<file path="src/rtl/truth_table_sweeper.sv">
// Exhaustive clocked sweep comparing a canonical and a simplified Boolean form.
// Define SWEEPER_STOP_ON_FAIL_EN to end the sweep at the first mismatch.
module truth_table_sweeper #(
  parameter int N_IN   = 4,
  parameter int SETTLE = 1
) (
  input  logic            clk,
  input  logic            rst_n,
  input  logic            start,
  input  logic            abort,
  output logic [N_IN-1:0] vec_out,
  input  logic            s1_in,
  input  logic            s2_in,
  output logic            busy,
  output logic            done,
  output logic            pass,
  output logic [N_IN:0]   mism_cnt,
  output logic [N_IN-1:0] first_bad,
  output logic            first_bad_vld
);

  typedef enum logic [1:0] {
    IDLE,
    APPLY,
    CMP,
    DONE
  } state_t;

  localparam logic [3:0] SETTLE_LAST = 4'(SETTLE - 1);

  state_t          state_q;
  logic [N_IN-1:0] vec_q;
  logic [N_IN-1:0] fb_q;
  logic            fbv_q;
  logic [N_IN:0]   mism_q;
  logic [3:0]      settle_q;
  logic            busy_q;
  logic            done_q;
  logic            pass_q;

  logic            mis_d;
  logic [N_IN:0]   mism_d;
  logic            last_d;
  logic            stop_d;

  assign mis_d  = s1_in ^ s2_in;
  assign mism_d = mism_q + {{N_IN{1'b0}}, mis_d};
  assign last_d = &vec_q;

`ifdef SWEEPER_STOP_ON_FAIL_EN
  assign stop_d = mis_d;
`else
  assign stop_d = 1'b0;
`endif

  always_ff @(posedge clk) begin
    if (!rst_n) begin
      state_q  <= IDLE;
      vec_q    <= '0;
      fb_q     <= '0;
      fbv_q    <= 1'b0;
      mism_q   <= '0;
      settle_q <= '0;
      busy_q   <= 1'b0;
      done_q   <= 1'b0;
      pass_q   <= 1'b0;
    end else begin
      unique case (state_q)
        IDLE, DONE: begin
          if (start) begin
            state_q  <= APPLY;
            vec_q    <= '0;
            fb_q     <= '0;
            fbv_q    <= 1'b0;
            mism_q   <= '0;
            settle_q <= '0;
            busy_q   <= 1'b1;
            done_q   <= 1'b0;
            pass_q   <= 1'b0;
          end
        end
        APPLY: begin
          if (abort) begin
            state_q  <= IDLE;
            vec_q    <= '0;
            settle_q <= '0;
            busy_q   <= 1'b0;
          end else if (settle_q == SETTLE_LAST) begin
            state_q <= CMP;
          end else begin
            settle_q <= settle_q + 4'd1;
          end
        end
        CMP: begin
          // abort discards this cycle's comparison entirely
          if (abort) begin
            state_q  <= IDLE;
            vec_q    <= '0;
            settle_q <= '0;
            busy_q   <= 1'b0;
          end else begin
            if (mis_d) begin
              mism_q <= mism_d;
              if (!fbv_q) begin
                fb_q  <= vec_q;
                fbv_q <= 1'b1;
              end
            end
            if (last_d || stop_d) begin
              state_q <= DONE;
              busy_q  <= 1'b0;
              done_q  <= 1'b1;
              pass_q  <= (mism_d == '0);
            end else begin
              state_q  <= APPLY;
              vec_q    <= vec_q + 1'b1;
              settle_q <= '0;
            end
          end
        end
        default: state_q <= IDLE;
      endcase
    end
  end

  assign vec_out       = vec_q;
  assign busy          = busy_q;
  assign done          = done_q;
  assign pass          = pass_q;
  assign mism_cnt      = mism_q;
  assign first_bad     = fb_q;
  assign first_bad_vld = fbv_q;

endmodule

</file>
<file path="config.mk">
export PLATFORM = sky130hd
export DESIGN_NAME = truth_table_sweeper
export DESIGN_NICKNAME = d
export VERILOG_FILES = /design/src/rtl/truth_table_sweeper.sv
export SDC_FILE = /design/constraint.sdc
export NUM_CORES = 1
export LEC_CHECK = 0
export BUFFER_PORTS_ARGS = -buffer_cell sky130_fd_sc_hd__buf_2
export CAP_MARGIN = 20
export CORE_MARGIN = 2
export CORE_UTILIZATION = 42
export CTS_BUF_LIST = sky130_fd_sc_hd__clkbuf_4 sky130_fd_sc_hd__clkbuf_8
export DETAILED_ROUTE_END_ITERATION = 7
export PLACE_DENSITY = 0.6
export SYNTH_ARGS = -nofsm -noshare
export SYNTH_HDL_FRONTEND = slang
export SYNTH_SLANG_ARGS = --single-unit
</file>
<file path="constraint.sdc">
create_clock -name clk -period 2.1 [get_ports clk]
set_input_delay 0.21 -clock clk [delete_from_list [all_inputs] [get_ports clk]]
set_output_delay 0.21 -clock clk [all_outputs]
set_load 0.02 [all_outputs]
</file>
==> results of run 1 <==
==> worst min-delay path, cell delays in order <==
cell	delay (ns)
buf_2	0.11
o221ai_1	0.10
o211a_1	0.13
==> registers in the layout (all words and copies together) (netlist names) <==
register and flops:
mism_cnt 5, first_bad 4, settle_q 4, vec_out 4, state_q 2, busy 1
done 1, first_bad_vld 1, pass 1
==> cells by family (layout without fill, tap and decap cells) <==
| kind of cell | Yosys count | in the layout |
|---|---|---|
| AO/OA/AOI/OAI | 35 | 35 |
| buffers and inverters | 15 | 38 |
| XOR/XNOR | 2 | 2 |
| adder cells (fa/ha/maj) | 7 | 7 |
| multiplexers | 4 | 4 |
| AND/OR/NAND/NOR | 66 | 66 |
| flip-flops | 23 | 23 |
==> metrics by stage <==
stage | utilization [%] | hold WS [ns] | cell area, sq um
final | 49.5 | 0.288 | 1500
after global routing | 49.5 | 0.321 | 1500
after floorplan | - | 0.351 | 1320
after global placement | 48.6 | 0.437 | 1470
after CTS | 49.5 | 0.272 | 1500
after detailed placement | 48.6 | 0.448 | 1470
==> power by group <==
part / leakage [uW] / internal, uW / switching [uW]
clock network: 0.0000177 / 71.2 / 132
registers: 0.000186 / 446 / 6.11
logic: 0.000436 / 69.5 / 114
total: 0.000640 / 586 / 253
==> cells in the final DEF (no fill, tap or decap), types with 2 or more instances in the layout <==
cell / instances
nor3_1: 3
nand2b_1: 3
o31ai_1: 2
buf_4: 4
nor4_1: 2
a31oi_1: 3
nand4_1: 9
buf_2: 22
nor2b_1: 4
ha_1: 7
xnor2_1: 2
o211a_1: 2
nand3b_1: 5
dfxtp_1: 23
inv_1: 8
a32oi_1: 2
clkbuf_4: 3
mux2i_1: 4
a21oi_1: 10
nor2_1: 7
nand2_1: 12
o21ai_1: 6
nand3_1: 13
==> layout make-up <==
| class | count | area [sq um] |
|---|---|---|
| multi-input cells | 114 | 787 |
| inverters | 8 | 30.0 |
| clock buffers | 3 | 22.5 |
| flip-flops and latches | 23 | 460 |
| clock inverters | 1 | 5.00 |
| fillers | 300 | 1530 |
| well taps | 44 | 55.1 |
| repair buffers | 26 | 140 |
==> worst max-delay path by stage <==
| stage | slack, ns | to | from | cells after the start |
|---|---|---|---|---|
| after floorplan | 0.29 | pass | s2_in | 8 |
| after global placement | 0.29 | mism_cnt[2] | state_q[0] | 7 |
| after detailed placement | 0.28 | mism_cnt[2] | state_q[0] | 7 |
| after CTS | 0.26 | mism_cnt[2] | state_q[0] | 7 |
| after global routing | 0.15 | mism_cnt[2] | state_q[0] | 7 |
| final | 0.26 | mism_cnt[2] | state_q[0] | 7 |
==> layer usage <==
layer	GRT usage, %	up-vias	wire length, um
met5	0	-	0
met4	7.30	0	31
met3	2.60	4	165
met2	26.6	45	1230
met1	24.8	540	1460
li1	-	605	-
==> out/qor_table.md, run 1 <==
| Step | Quantity | Reported |
| --- | --- | --- |
| synthesis | Share of the yosys chip area belonging to registers | 34.9% |
| global route | Global-route wire length before repair | 4770 um |
| drt | Iteration-0 DRC count of the detailed router | 52 |
| synthesis | Async S/R FF share, synth | 0% |
| sta | Fraction of the cycle the final worst path needs | 87.9% |
| floorplan | Die area | 3610 sq um |
| sta | Worst max-slew margin expressed relative to the limit | 73.5% |
| placed design | Final HPWL from detailed placement | 2090 um |
| synthesis | Yosys warns | 0 |
| floorplan | Die outline height | 60.1 um |
| min path | Tightest Hold Check Type | in -> reg |
| synthesis | XOR/XNOR share of the synthesized area | 1.33% |
| placed design | Count of buffers from port buffering | 22 |
| cells and area | Number of inserted diodes | 0 |
| drt | Routed length per instance | 13.2 um |
| power and ir drop | Leakage Power | 0.000640 uW |
| sta | Setup repair after global routing missed its margin | no |
| placed design | Placement-stage worst setup slack | 0.275 ns |
| global route | Overall track demand over capacity in global routing | 17.6% |
| sta | Final setup slack of the worst path | 0.255 ns |
| synthesis | Post-synth top flop | dfxtp_1 |
| synthesis | Mapped Cells | 152 |
| critical path | Kind of end point of the critical path | register |
| synthesis | Synth Cell Area | 1320 sq um |
| global route | Pin count of the biggest net entering global routing | 24 |
| clocking | Deepest level of the CTS H-tree | 1 |
| clocking | Number of resized instances in the post-cts repair step | 0 |
| floorplan | Ports | 23 |
| drt | TritonRoute pass-1 iters | 4 |
| cells and area | Layout area overhead | 13.6% |
| synthesis | Post-synthesis mux area share | 3.03% |
| clocking | Number of buffers inserted during clock tree synthesis | 3 |
| sta | Maximum clock frequency | 0.542 GHz |
| synthesis | Main combinational cell family by area after synthesis | simple AND/OR/NAND/NOR gates |
| outcome | Outcome | finished, final reports clean |
| clocking | Clock insertion delay at the later pin of the skew report | 0.31 ns |
| cells and area | Final std cells w/o fill | 219 |
| clocking | Sinks on the clock net | 23 |
| synthesis | Simple-gate share of the synthesized area | 28.2% |
| synthesis | Post-synth EDFFs | 0 |
| global route | Antenna violations before repair | 0 |
| placed design | Total placed cells including tap cells | 215 |
| min path | Hold worst-path end | state_q[0] |
| sta | Number of setup violations in the final report | 0 |
| drt | Remaining DRCs | 0 |
| sta | Number of failing hold endpoints at the final stage | 0 |
| critical path | Max incr delay on CP | 0.40 ns |
| clocking | CTS tree | built |
| sta | Clock period minus worst slack | 1.84 ns |
| synthesis | Cell accounting for the most synthesized area | dfxtp_1 |
| cells and area | Nets | 189 |
| placed design | Last weighted congestion value of the routability-driven placer | 0.784 |
| clocking | Clk pin slew, worst setup/hold paths | 0.13 ns |
| synthesis | Post-synthesis adder-cell area fraction | 6.64% |
| floorplan | Chip width | 60.1 um |
| clocking | Root Buffer | clkbuf_4 |
| synthesis | Most used standard cell by instance count after synthesis | dfxtp_1 |
| critical path | Register-to-Register Setup Slack | 0.26 ns |
| critical path | Data arrival, critical path | 2.10 ns |
| drt | Vias per std cell | 5.45 |
| power and ir drop | IR drop worst, VDD | 0.276 mV |
| synthesis | Yosys reg bits | 23 |
| synthesis | Syn avg cell area | 8.68 sq um |
| critical path | Length in cells of the worst reg-to-reg path | 7 |
| flow run | Max-cap violation count | 0 |
| global route | Sum of overflow across all layers after global routing | 0 |
| min path | Startpoint of the most critical hold path | abort |
| synthesis | Synthesized netlist net count | 165 |
| critical path | Crit Reg-Reg Endpoint | mism_cnt[2] |
| synthesis | Most frequent cells after synthesis | dfxtp_1 (23), nand3_1 (13), nand2_1 (12), a21oi_1 (10), nand4_1 (9) |
| critical path | Worst-path fanout max | 8 |
| critical path | Startpoint of the worst register-to-register path | state_q[0] |
| clocking | Total setup buffers inserted after CTS | 0 |
| critical path | Count of buffering cells on the critical path with inverters included | 2 |
| drt | Total Wirelength | 2890 um |
| floorplan | Row count | 20 |
| clocking | Hold bufs inserted after CTS | 0 |
| drt | Detailed-route via count | 1194 |
| floorplan | Standard cell core area | 3030 sq um |
| power and ir drop | Total power divided by cell area | 560 nW/um^2 |
| synthesis | Synth Area in Compound Gates | 20.4% |
| critical path | Req. time, crit path | 2.35 ns |
| sta | Max-slew violation count | 0 |
| synthesis | Share of the synthesized area in the top cell type | 34.9% |
| critical path | Launching element type of the critical path | register |
| min path | Depth of the worst hold-timing path | 3 |
| synthesis | Distinct cells, synth | 41 |
| global route | Number of global-route vias before repair | 1097 |
| sta | Setup tns final | 0 ns |
| drt | Antenna Nets Post-Route | 0 |
| cells and area | Share of cells above drive strength 1 | 22.3% |
| critical path | Cell type of the slowest stage on the worst timing path | o31ai_4 |
| critical path | Top delay family on crit path | compound AO/OA/AOI/OAI gates |
| clocking | Buffer levels on the longest clock path | 2 |
| sta | Final Skew | 0.00445 ns |
| synthesis | Area contributors post-synth | dfxtp_1 (35%), ha_1 (6.6%), nand3_1 (4.9%), nand4_1 (4.3%), a21oi_1 (3.8%) |
| critical path | Critical path type | reg -> reg |
| sta | Actual slew at the worst max-slew pin | 0.397 ns |
| critical path | CP Cell Sequence | inv_1 > ha_1 > nor2b_1 > buf_4 > o31ai_4 > nand4b_1 > a31oi_1 |
| power and ir drop | Post-route total power | 839 uW |
| floorplan | Starting density of the core | 43.6% |
Note: power is estimated with default switching activity, not from simulation.
==> inputs of run 2 (changes only) <==
--- a/config.mk
+++ b/config.mk
@@ -11,7 +11,8 @@
 export CORE_UTILIZATION = 42
 export CTS_BUF_LIST = sky130_fd_sc_hd__clkbuf_4 sky130_fd_sc_hd__clkbuf_8
 export DETAILED_ROUTE_END_ITERATION = 7
-export PLACE_DENSITY = 0.6
+export MAX_ROUTING_LAYER = met4
+export PLACE_DENSITY = 0.67
 export SYNTH_ARGS = -nofsm -noshare
 export SYNTH_HDL_FRONTEND = slang
 export SYNTH_SLANG_ARGS = --single-unit
==> out/qor_table.md, run 2 (synthesized netlist as in run 1, its figures left out) <==
| Step | Quantity | Reported | Delta |
| --- | --- | --- | --- |
| drt | Remaining DRCs | 0 | unchanged |
| drt | Routed length per instance | 13.6 um | was 13.2 um |
| drt | Vias per std cell | 5.54 | was 5.45 |
| cells and area | Fillers | 299 | was 300 |
| global route | Pin count of the biggest net entering global routing | 23 | was 24 |
| global route | Highest-utilization routing layer at the global route stage | met2 | unchanged |
| critical path | CP Cell Sequence | inv_1 > ha_1 > nor2b_1 > buf_4 > o31ai_4 > nand4b_1 > a31oi_1 | unchanged |
| cells and area | Number of inserted diodes | 0 | unchanged |
| floorplan | Die outline height | 60.1 um | unchanged |
| power and ir drop | Leakage Power | 0.000641 uW | was 0.000640 uW |
| floorplan | Starting density of the core | 43.6% | unchanged |
| power and ir drop | Clock Power Share | 26.0% | was 24.3% |
| drt | TritonRoute pass-1 iters | 4 | unchanged |
| power and ir drop | Net switching component of the power | 261 uW | was 253 uW |
| drt | Iteration-0 DRC count of the detailed router | 54 | was 52 |
| power and ir drop | Internal power component | 603 uW | was 586 uW |
| floorplan | Die area | 3610 sq um | unchanged |
| critical path | Req. time, crit path | 2.35 ns | about the same |
| critical path | Launching element type of the critical path | register | unchanged |
| clocking | Total setup buffers inserted after CTS | 0 | unchanged |
| global route | Met3 track utilization from global routing | 3.03% | was 2.60% |
| clocking | Root Buffer | clkbuf_4 | unchanged |
| clocking | CTS tree | built | unchanged |
| clocking | Number of buffers inserted during clock tree synthesis | 3 | unchanged |
| sta | Worst max-slew margin expressed relative to the limit | 68.7% | was 73.5% |
| clocking | Clock insertion delay at the later pin of the skew report | 0.32 ns | was 0.31 ns |
| global route | Sum of overflow across all layers after global routing | 0 | unchanged |
| global route | Global-route wire length before repair | 5030 um | was 4770 um |
| sta | Setup repair after global routing missed its margin | no | unchanged |
| flow run | Max-cap violation count | 0 | unchanged |
| floorplan | Ports | 23 | unchanged |
| sta | Maximum clock frequency | 0.522 GHz | was 0.542 GHz |
| critical path | Data arrival, critical path | 2.16 ns | was 2.10 ns |
| critical path | Kind of end point of the critical path | register | unchanged |
| cells and area | Final std cells w/o fill | 219 | unchanged |
| power and ir drop | Total power divided by cell area | 575 nW/um^2 | was 560 nW/um^2 |
| power and ir drop | Combinational Power Share | 21.6% | was 21.9% |
| sta | Final Skew | 0.00367 ns | was 0.00445 ns |
| clocking | Deepest level of the CTS H-tree | 1 | unchanged |
| drt | Antenna Nets Post-Route | 0 | unchanged |
| floorplan | Chip width | 60.1 um | unchanged |
| cells and area | Commonest non-fill, non-tap cells in the layout | dfxtp_1 (23), buf_2 (22), nand3_1 (13) | unchanged |
| sta | Number of failing hold endpoints at the final stage | 0 | unchanged |
| global route | Antenna violations before repair | 0 | unchanged |
| cells and area | Number of flip-flops under the largest register name | 5 | unchanged |
| floorplan | Row count | 20 | unchanged |
| floorplan | Standard cell core area | 3030 sq um | unchanged |
| drt | Total Wirelength | 2980 um | was 2890 um |
| sta | Number of setup violations in the final report | 0 | unchanged |
| placed design | Last weighted congestion value of the routability-driven placer | 0.819 | was 0.784 |
| global route | Number of global-route vias before repair | 1150 | was 1097 |
| clocking | Sinks on the clock net | 23 | unchanged |
| clocking | Number of resized instances in the post-cts repair step | 0 | unchanged |
| critical path | Max incr delay on CP | 0.41 ns | was 0.40 ns |
| cells and area | Layout area overhead | 13.8% | was 13.6% |
| global route | Global-route met2 utilization | 28.1% | was 26.6% |
| power and ir drop | IR drop worst, VDD | 0.250 mV | was 0.276 mV |
| sta | Clock period minus worst slack | 1.91 ns | was 1.84 ns |
| sta | Max-slew violation count | 0 | unchanged |
| global route | Overall track demand over capacity in global routing | 19.0% | was 17.6% |
| min path | Tightest Hold Check Type | in -> reg | unchanged |
| placed design | Total placed cells including tap cells | 215 | unchanged |
| sta | Actual slew at the worst max-slew pin | 0.469 ns | was 0.397 ns |
| clocking | Hold bufs inserted after CTS | 0 | unchanged |
| placed design | Final HPWL from detailed placement | 2200 um | was 2090 um |
| drt | Detailed-route via count | 1213 | was 1194 |
| cells and area | Leading cell type in the layout, fill and taps excluded | dfxtp_1 | unchanged |
| critical path | Cell type of the slowest stage on the worst timing path | o31ai_4 | unchanged |
| clocking | Clk pin slew, worst setup/hold paths | 0.13 ns | about the same |
| critical path | Critical path type | reg -> reg | unchanged |
| cells and area | Nets | 189 | unchanged |
| placed design | Count of buffers from port buffering | 22 | unchanged |
| global route | Fraction of met1 tracks used by global routing | 25.6% | was 24.8% |
| outcome | Outcome | finished, final reports clean | unchanged |
| power and ir drop | Sequential power share | 52.4% | was 53.8% |
| power and ir drop | Sw frac | 30.3% | was 30.1% |
| cells and area | Utilization of the core after routing | 49.6% | was 49.5% |
| cells and area | Share of cells above drive strength 1 | 22.3% | unchanged |
| sta | Fraction of the cycle the final worst path needs | 91.2% | was 87.9% |
| sta | Setup tns final | 0 ns | unchanged |
| clocking | Buffer levels on the longest clock path | 2 | unchanged |
| critical path | Worst-path fanout max | 8 | unchanged |
[run 2: cell types whose count changed in the layout (fill, tap and decap cells not counted), sizes merged]
| cell | delta |
|---|---|
| clkbuf | +1 |
| clkinv | -1 |
[run 2: power groups by stage]
stage	Combinational, uW	Clock (uW)	Sequential [uW]
detailed placement	184	0	462
global placement	180	0	461
global route	204	246	455
CTS	185	231	453
finish	187	225	453
floorplan	140	0	466
[run 2: routing by layer]
layer	vias to the layer above	part of all wire [%]
met5	-	0
met4	0	1.4
met3	5	4.0
met2	29	46
met1	566	49
li1	613	-
[run 2: through the flow]
stage                     setup WS (ns)  hold WS (ns)  power, uW  instance area (sq um)
final                             0.186         0.284        864                   1500
after floorplan                   0.293         0.351        606                   1320
after CTS                         0.202         0.277        868                   1500
after detailed placement          0.236         0.452        647                   1470
after global placement            0.295         0.434        641                   1470
after global routing             0.0919         0.289        904                   1500
[run 2: critical path, delay by kind of cell, from the launching register on]
family | cells | cell delay, ns
fa+ha+maj | 1 | 0.35
buf+inv | 2 | 0.22
simple gates | 2 | 0.30
flops | 1 | 0.39
compound gates | 2 | 0.60
[run 2: layout make-up]
| class | count | area [sq um] | share of cell area [%] |
|---|---|---|---|
| Multi-Input combinational cell | 114 | 787 | 52.4 |
| Inverter | 8 | 30.0 | 2.00 |
| Timing Repair Buffer | 26 | 140 | 9.33 |
| Clock buffer | 4 | 30.0 | 2.00 |
| Tap cell | 44 | 55.1 | 3.66 |
| Sequential cell | 23 | 460 | 30.6 |
[run 2: worst paths after layout]
kind	startpoint	to	slack, ns	cells after the start
setup reg to reg	state_q[0]	mism_cnt[2]	0.19	7
hold reg to reg	first_bad[0]	first_bad[0]	0.46	2
setup / recovery	state_q[0]	mism_cnt[2]	0.19	7
hold / removal	abort	state_q[0]	0.28	3
==> inputs of run 3 (changes only) <==
==> constraint.sdc (replaced) <==
create_clock -name clk -period 2.1 [get_ports clk]
set_input_delay 0 -clock clk [delete_from_list [all_inputs] [get_ports clk]]
set_output_delay 0 -clock clk [all_outputs]
set_load 0.02 [all_outputs]
==> out/qor_table.md, run 3 (synthesized netlist as in run 1, its figures left out) <==
| Step | Quantity | Reported | Delta |
| --- | --- | --- | --- |
| outcome | Outcome | finished, final reports clean | unchanged |
| sta | Setup tns final | 0 ns | unchanged |
| placed design | Count of buffers from port buffering | 22 | unchanged |
| clocking | Clock insertion delay at the later pin of the skew report | 0.31 ns | was 0.32 ns |
| sta | Actual slew at the worst max-slew pin | 0.563 ns | was 0.469 ns |
| critical path | Top delay family on crit path | compound AO/OA/AOI/OAI gates | unchanged |
| power and ir drop | Total power divided by cell area | 575 nW/um^2 | about the same |
| critical path | Critical path type | reg -> reg | unchanged |
| critical path | Req. time, crit path | 2.35 ns | about the same |
| critical path | Kind of end point of the critical path | register | unchanged |
| clocking | CTS tree | built | unchanged |
| sta | Worst max-slew margin expressed relative to the limit | 62.2% | was 68.7% |
| sta | Number of failing hold endpoints at the final stage | 0 | unchanged |
| placed design | Last weighted congestion value of the routability-driven placer | 0.882 | was 0.819 |
| sta | Fraction of the cycle the final worst path needs | 88.2% | was 91.2% |
| floorplan | Row count | 20 | unchanged |
| clocking | Buffer levels on the longest clock path | 2 | unchanged |
| critical path | Cell type of the slowest stage on the worst timing path | dfxtp_1 | was o31ai_4 |
| drt | Length of routed wiring on met1 | 1450 um | about the same |
| drt | Vias per std cell | 5.51 | was 5.54 |
| floorplan | Ports | 23 | unchanged |
| critical path | Worst path depth | 7 | unchanged |
| sta | Number of setup violations in the final report | 0 | unchanged |
| critical path | Worst-path fanout max | 8 | unchanged |
| drt | Total Wirelength | 2910 um | was 2980 um |
| flow run | Max-cap violation count | 0 | unchanged |
| cells and area | Layout area overhead | 12.7% | was 13.8% |
| clocking | Sinks on the clock net | 23 | unchanged |
| placed design | Final HPWL from detailed placement | 2150 um | was 2200 um |
| power and ir drop | IR drop worst, VDD | 0.274 mV | was 0.250 mV |
| clocking | Number of buffers inserted during clock tree synthesis | 3 | unchanged |
| sta | Clock period minus worst slack | 1.85 ns | was 1.91 ns |
| critical path | CP Cell Sequence | inv_1 > ha_1 > nor2b_1 > buf_4 > o31ai_4 > nand4b_1 > a31oi_1 | unchanged |
| sta | Setup repair after global routing missed its margin | no | unchanged |
| global route | Antenna violations before repair | 0 | unchanged |
| cells and area | Sequential cell area | 460 sq um | unchanged |
| clocking | Deepest level of the CTS H-tree | 1 | unchanged |
| cells and area | Fillers | 312 | was 299 |
| drt | Routed length per instance | 13.4 um | was 13.6 um |
| drt | DR WL met2 | 1290 um | was 1360 um |
| cells and area | Number of inserted diodes | 0 | unchanged |
| clocking | Hold bufs inserted after CTS | 0 | unchanged |
| drt | Antenna Nets Post-Route | 0 | unchanged |
| clocking | Clk pin slew, worst setup/hold paths | 0.14 ns | was 0.13 ns |
| critical path | Start point of the critical path | state_q[0] | unchanged |
| cells and area | Share of cells above drive strength 1 | 21.4% | was 22.3% |
| critical path | Count of buffering cells on the critical path with inverters included | 2 | unchanged |
| clocking | Root Buffer | clkbuf_4 | unchanged |
| clocking | Total setup buffers inserted after CTS | 0 | unchanged |
| min path | Tightest Hold Check Type | in -> reg | unchanged |
| critical path | Data arrival, critical path | 2.10 ns | was 2.16 ns |
| min path | Startpoint of the most critical hold path | rst_n | was abort |
| sta | Final Hold Slack | 0.103 ns | was 0.284 ns |
| global route | Overall track demand over capacity in global routing | 17.5% | was 19.0% |
| drt | TritonRoute pass-1 iters | 4 | unchanged |
| sta | Max-slew violation count | 0 | unchanged |
| critical path | Max incr delay on CP | 0.37 ns | was 0.41 ns |
| drt | Detailed-route via count | 1195 | was 1213 |
| cells and area | Commonest non-fill, non-tap cells in the layout | dfxtp_1 (23), buf_2 (22), nand3_1 (13) | unchanged |
| drt | Top Metal Used | met4 | unchanged |
| drt | Remaining DRCs | 0 | unchanged |
| global route | Pin count of the biggest net entering global routing | 24 | was 23 |
| floorplan | Starting density of the core | 43.6% | unchanged |
| clocking | Number of resized instances in the post-cts repair step | 0 | unchanged |
| cells and area | Number of flip-flops under the largest register name | 5 | unchanged |
| critical path | Length in cells of the worst reg-to-reg path | 7 | unchanged |
| floorplan | Chip width | 60.1 um | unchanged |
| critical path | Launching element type of the critical path | register | unchanged |
| critical path | Startpoint of the worst register-to-register path | state_q[0] | unchanged |
| floorplan | Die outline height | 60.1 um | unchanged |
| cells and area | Nets | 187 | was 189 |
| floorplan | Standard cell core area | 3030 sq um | unchanged |
| floorplan | Die area | 3610 sq um | unchanged |
| sta | Maximum clock frequency | 0.540 GHz | was 0.522 GHz |
| min path | Depth of the worst hold-timing path | 3 | unchanged |
| global route | Sum of overflow across all layers after global routing | 0 | unchanged |
| drt | Detailed route wirelength on metal3 | 132 um | was 119 um |
| cells and area | Leading cell type in the layout, fill and taps excluded | dfxtp_1 | unchanged |
| cells and area | Area used by multi-input combinational logic | 787 sq um | unchanged |
| global route | Number of global-route vias before repair | 1091 | was 1150 |
| sta | Final Skew | 0.0126 ns | was 0.00367 ns |
| global route | Global-route wire length before repair | 4700 um | was 5030 um |
| drt | Iteration-0 DRC count of the detailed router | 60 | was 54 |
| power and ir drop | Leakage Power | 0.000631 uW | was 0.000641 uW |
## run 3: cell count changes in the layout (fill, tap and decap cells not counted), sizes merged
cell,delta
buf,-2
## run 3: power by group
part / internal (uW) / switching [uW]
combinational: 66.0 / 113
sequential: 446 / 6.17
clock: 87.1 / 137
total: 599 / 256
## run 3: cell type report
cell class / count / area share, %
clock buffers: 4 / 2.02
inverters: 8 / 2.02
flip-flops and latches: 23 / 31.0
multi-input cells: 114 / 52.9
repair buffers: 24 / 8.41
well taps: 44 / 3.70
## run 3: layer usage
layer,up-vias,GRT usage (%)
met5,-,-
met4,0,5.71
met3,4,2.60
met2,29,25.9
met1,560,24.4
li1,602,-
## run 3: final timing paths
path                                endpoint  slack, ns
worst max-delay path             mism_cnt[2]       0.25
worst min-delay path            first_bad[1]       0.10
worst max register to register   mism_cnt[2]       0.25
worst min register to register  first_bad[1]       0.46
## run 3: worst min-delay path, stage by stage
cell and delay [ns]:
buf_2 0.23, nand2_1 0.12, o21ai_1 0.05
## run 3: metrics by stage
| stage | utilization [%] | power, uW | worst slack (ns) | instances | area [sq um] |
|---|---|---|---|---|---|
| 2_1_floorplan | - | 606 | 0.461 | 152 | 1320 |
| 6_report | 49.1 | 855 | 0.247 | 217 | 1490 |
| 5_1_grt | 49.1 | 905 | 0.0745 | 217 | 1490 |
| 3_5_place_dp | 48.1 | 641 | 0.179 | 213 | 1460 |
| 3_3_place_gp | 48.1 | 635 | 0.298 | 213 | 1460 |
| 4_1_cts | 49.1 | 861 | 0.223 | 217 | 1490 |
